## src/rtl/pixel_main.sv

```systemverilog
// pixel_main
// ----------
// Single-pixel point-operation engine for an 8-bit grayscale stream. One
// pixel is accepted on every rising edge, and the processed pixel appears
// on the registered output one clock later. There is no handshake, no stall
// and no frame awareness. The result depends only on the inputs sampled at
// that edge.
//
// Ports:
//   clk        system clock; all state updates on the rising edge
//   rst_n      asynchronous, active-low reset; forces outbyte to 8'h00
//   select     operation code:
//                00 = brighten (saturating add)
//                01 = darken (clamping subtract)
//                10 = binary threshold
//                11 = invert
//   value      brightness offset, used only by ops 00/01
//   threshold  threshold level, used only by op 10
//   inbyte     input pixel
//   outbyte    processed pixel (registered, one-cycle latency)

module pixel_main (
    input  logic       clk,
    input  logic       rst_n,
    input  logic [1:0] select,
    input  logic [7:0] value,
    input  logic [7:0] threshold,
    input  logic [7:0] inbyte,
    output logic [7:0] outbyte
);

    localparam logic [1:0] OP_INC = 2'b00;
    localparam logic [1:0] OP_DEC = 2'b01;
    localparam logic [1:0] OP_THR = 2'b10;
    localparam logic [1:0] OP_INV = 2'b11;

    // Saturating add. The carry out of the 9-bit sum means the true result
    // exceeded 255, so the output pins to full white.
    function automatic logic [7:0] sat_add(input logic [7:0] a, input logic [7:0] b);
        logic [8:0] sum;
        sum = {1'b0, a} + {1'b0, b};
        if (sum[8]) begin
            sat_add = 8'hFF;
        end else begin
            sat_add = sum[7:0];
        end
    endfunction

    // Clamping subtract. Bit 8 of the 9-bit difference is the borrow
    // (a < b), so the output pins to black.
    function automatic logic [7:0] sat_sub(input logic [7:0] a, input logic [7:0] b);
        logic [8:0] diff;
        diff = {1'b0, a} - {1'b0, b};
        if (diff[8]) begin
            sat_sub = 8'h00;
        end else begin
            sat_sub = diff[7:0];
        end
    endfunction

    // Strictly-greater comparison. A pixel equal to the level maps to black.
    function automatic logic [7:0] binarize(input logic [7:0] a, input logic [7:0] lvl);
        if (a > lvl) begin
            binarize = 8'hFF;
        end else begin
            binarize = 8'h00;
        end
    endfunction

    logic [7:0] result_s;
    logic [7:0] outbyte_r;

    // Select the point operation for the pixel presented this cycle.
    always_comb begin
        result_s = 8'h00;
        case (select)
            OP_INC:  result_s = sat_add(inbyte, value);
            OP_DEC:  result_s = sat_sub(inbyte, value);
            OP_THR:  result_s = binarize(inbyte, threshold);
            OP_INV:  result_s = ~inbyte;
            default: result_s = 8'h00;
        endcase
    end

    // Output register. The asynchronous clear drops the pixel to black
    // without waiting for a clock edge. No other state exists.
    always_ff @(posedge clk or negedge rst_n) begin
        if (!rst_n) begin
            outbyte_r <= 8'h00;
        end else begin
            outbyte_r <= result_s;
        end
    end

    assign outbyte = outbyte_r;

endmodule

```

## config.mk

```make
export PLATFORM = sky130hd
export DESIGN_NAME = pixel_main
export DESIGN_NICKNAME = d
export VERILOG_FILES = /design/src/rtl/pixel_main.sv
export SDC_FILE = /design/constraint.sdc
export NUM_CORES = 1
export LEC_CHECK = 0
export CORE_ASPECT_RATIO = 1.5
export CORE_UTILIZATION = 30
export CTS_CLUSTER_DIAMETER = 50
export DETAILED_ROUTE_END_ITERATION = 10
export GPL_TIMING_DRIVEN = 1
export PLACE_DENSITY = 0.52
export SKIP_LAST_GASP = 1
export SYNTH_ARGS = -nofsm -noshare
export SYNTH_HDL_FRONTEND = slang
export SYNTH_SLANG_ARGS = --single-unit
```

## constraint.sdc

```tcl
create_clock -name clk -period 1.02 [get_ports clk]
set_clock_uncertainty 0.2 [all_clocks]
set_input_delay 0.153 -clock clk [delete_from_list [all_inputs] [get_ports clk]]
set_output_delay 0.153 -clock clk [all_outputs]
set_load 0.01 [all_outputs]
```

# ---- Yosys cells after proc, flatten, opt, wreduce, memory -nomap -nowiden
# Index checks and enable logic that the tools add are counted.
dict set report word_totals {
  regBits 8
  in_bits 28
  out_inout_bits 8
  word_cells 13
}
dict set report classes {
  add_sub_neg 2
  order_cmp 1
  n_eq_ne 3
  n_mux 4
  bitwise_logic 1
  reduce_logical 1
}
# cell n
set op_table {}
lappend op_table {{$pmux 8 s4} 1}
lappend op_table {{$mux 8} 3}
lappend op_table {{$add 8x8->9} 1}
lappend op_table {{$sub 8x8->9} 1}
lappend op_table {{$gt 8x8->1} 1}
lappend op_table {{$not 8->8} 1}
lappend op_table {{$eq 2x2->1 const B} 2}
lappend op_table {{$eq 2x1->1 const B} 1}
lappend op_table {{$logic_not 2->1} 1}

# ---- Depth between registers and ports, before layout
dict set report depth {
  word_depth 3
  mapped_depth 11
  depth_no_buf 10
}

# ---- Worst setup path after synthesis
# OpenSTA, ideal clock, no wires.
dict set report synth_timing {
  path_type {input -> register}
  start {input port value[0]}
  end {register outbyte_r[7] (netlist: outbyte[7])}
  setup_time_ps 137
  arrival_ps 1842
  required_time_ps 683
  slack_ps -1159
  path_stages 8
  n_path_buf 0
  cell_sequence {ha_1 fa_1 nand2b_1 a21oi_1 o31a_1 or4_1 o21ai_0 a21oi_1}
}
dict set report synth_between {
  elab_chain_cells 3
  word_cells_on_any_way 5
  classes_between {add/sub (2); mux (3)}
}
# item line
set synth_rtl {}
lappend synth_rtl {{start: declaration} 26} ;# input logic [7:0] value,
lappend synth_rtl {{$sub 8x8->9 / $add 8x8->9 (equally long branches)} {53, 41}}
lappend synth_rtl {{$mux 8 (on tied branches)} {54, 42}}
lappend synth_rtl {{$pmux 8 s4 (*)} 76} ;# case (select)
lappend synth_rtl {{net result_s[7]} 70} ;# logic [7:0] result_s;
lappend synth_rtl {{end signal: assignment} 91} ;# outbyte_r <= result_s;
lappend synth_rtl {{end: declaration} 71} ;# logic [7:0] outbyte_r;
# Mark *: on every way through the listed nets, which the timed path passes. The rest lies on a longest branch.

# ---- Worst setup path after layout
dict set report layout_timing {
  start {input port value[7]}
  end {register outbyte_r[0] (netlist: outbyte[0])}
}
# Same word-level chain as after synthesis.

==> metrics.yaml <==
synthesis:
  yosysWarnings: 0
  synth_seq_cells: 8
  synth-edff-count: 0
  syn_inst: 153
  synth_area_um2: 1260
  yosysTopAreaCellShare_pct: 23.8
  synth_area_leaders: "ha_1 24%, dfrtp_1 16%, inv_1 6.8%, a21oi_1 5.6%, o221a_2 5.4%"
  synth.largest_area_cell: "ha_1"
  yosysSeqAreaShare_pct: 15.9
  async_flop_share_pct: 100
  synth.avg_cell_area_um2: 8.24
  synth_ff_type: "dfrtp_1"
  syn_nets: 207
  synth.distinct_cells: 37
die:
  start_util_pct: 31.6
  die_w_um: 54.9
  die_area_um2: 4470
  fp.coreArea_um2: 3990
  die_y_um: 81.4
  ios: 36
  fp-row-count: 28
sta:
  slew_headroom_pct: 73.3
  fin_tns_setup_ns: -8.25
  finalHoldViolCount: 0
  setup_viol_count_final: 16
  finalCriticalPeriod_ns: 2.06
  fmax_mhz: 486
  rsz0062_at_grt: "yes"
  tightest_slew_ns: 0.397
  setup_slack_ns: -1.04
  fin_crit_sh_pct: 202
  slew_viol_final: 0
power_and_ir_drop:
  peakVddDrop_uv: 798
  power_density_nw_per_um2: 807
  p_leak_nw: 1.11
place:
  gp_congestion: 0.820
  placed_cell_area_um2: 2110
  port_buffers: 35
  dp_hpwl_um: 3160
hold_path:
  min_path_type: "primary input to async pin"
routing:
  drt_iter0_drc: 30
  drt-pass1-iter-count: 4
  wl_per_cell_um: 13.0
  vias: 1421
  drc_errors: 0
  viasPerCell: 4.88
  ant_nets: 0
  detail_route.wirelength_um: 3770
setup_path:
  required_ns: 0.97
  crit_fanout: 5
  crit_path_start_kind: "primary input"
  startpoint: "value[7]"
  endpoint_kind: "flip-flop"
  cp.arrival_ns: 2.01
  crit_type: "primary input to flip-flop"
grt:
  grt_pass1_vias: 1423
  grt_max_degree: 9
  grt_use_total_pct: 18.6
  grt_pass1_wl_um: 6170
  overflow: 0
  grt_antenna_before_repair: 0
cells_and_area:
  antennaDiodeCount: 0
  fin_area_um2: 2330
  fill_cells: 383
  fin_nets: 302
  layout-drive-gt1-share_pct: 46.3
  syn_to_final_growth_pct: 84.8
  largest_register_ffs: 8
clock_network:
  cts-root-buf: "clkbuf_8"
  clockBufferDepth: 2
  numCtsBuffers: 3
  cts_tree: "done"
  h-tree-depth: 1
  postCtsHoldBufs: 0
  clk_pin_slew_ns: 0.04
  clkSinkCount: 8
outcome:
  violations: "setup timing"
  status: "finished with violations"
run:
  timing.max_cap.violations: 0
[cells in the final DEF (no fill, tap or decap), drive strengths merged, types with 2 or more instances in the layout]
master,instances
inv,23
dfrtp,8
nand4,2
ha,24
nand2b,6
o221a,6
xnor2,4
fa,2
a21oi,15
a211oi,2
o21a,2
clkdlybuf4s15,4
buf,69
o211ai,3
clkbuf,3
o21ai,15
nor3,4
nand2,2
nor2b,4
xor2,4
nor2,9
clkdlybuf4s50,12
dlygate4sd2,8
[critical path: stages]
cell	delay, ns
clkdlybuf4s50_1	0.48
inv_1	0.05
ha_1	0.30
a31oi_1	0.08
or3b_4	0.45
buf_12	0.15
o221a_4	0.25
a21oi_2	0.10
[power breakdown]
part,switching (mW),total [mW],internal [mW]
Clock,0.122,0.378,0.255
Combinational,0.509,1.13,0.625
Sequential,0.00771,0.369,0.362
Total,0.638,1.88,1.24
[kinds of logic (layout without fill, tap and decap cells)]
family / Yosys count / after routing / share of synthesized area (%)
adder cells (fa/ha/maj): 26 / 26 / 27.0
XOR/XNOR: 8 / 8 / 5.55
flip-flops: 8 / 8 / 15.9
AO/OA/AOI/OAI: 52 / 52 / 28.2
buffers and inverters: 27 / 120 / 9.82
AND/OR/NAND/NOR: 32 / 32 / 13.6
[cell type report]
type	instances	area [um^2]	area share, %
Clock buffer	3	41.3	1.77
Inverter	23	98.8	4.24
Multi-Input combinational cell	118	1150	49.3
Sequential cell	8	200	8.59
Tap cell	45	56.3	2.42
Timing Repair Buffer	94	786	33.7
[synth_stat cells, drive strengths merged (2+ instances only)]
| library cell | number |
|---|---|
| nor3 | 4 |
| ha | 24 |
| o221a | 6 |
| o21a | 2 |
| nor2b | 4 |
| a211oi | 2 |
| fa | 2 |
| a21oi | 15 |
| inv | 23 |
| buf | 4 |
| nand2 | 2 |
| xnor2 | 4 |
| dfrtp | 8 |
| nand4 | 2 |
| xor2 | 4 |
| o21ai | 15 |
| nor2 | 9 |
| nand2b | 6 |
| o211ai | 3 |
[repair_timing]
item | in CTS | in global routing
buffers inserted | 7 | 4
setup endpoints to repair | 16 | 16
pin swaps | 21 | 17
gates resized for setup | 74 | 21
[final timing paths]
path | end | slack (ns) | cells past startpoint
max in group asynchronous | outbyte[3] | 0.36 | 1
hold / removal | outbyte[4] | 0.003 | 1
min in group clk | outbyte[0] | 0.12 | 4
setup / recovery | outbyte[0] | -1.04 | 8
[per-layer routing]
| metal | up-vias | GRT usage [%] | share of wire (%) |
|---|---|---|---|
| met5 | - | 0 | 0 |
| met4 | 0 | 5.25 | 1.1 |
| met3 | 4 | 0 | 2.6 |
| met2 | 35 | 35.4 | 56 |
| met1 | 644 | 21.6 | 40 |
| li1 | 738 | - | - |
[metrics by stage]
step           utilization, %  cells  hold WS [ns]  setup slack [ns]  power (mW)
5_1_grt                  58.4    291        0.0323             -1.13        2.03
3_3_place_gp             52.8    278         0.255             -1.78        1.41
3_5_place_dp             52.8    278         0.258             -1.85        1.43
4_1_cts                  56.2    288        0.0175             -1.08        1.84
2_1_floorplan               -    153        -0.343             -1.05       0.920
6_report                 58.4    291       0.00333             -1.04        1.88
Note: power is estimated with default switching activity, not from simulation.
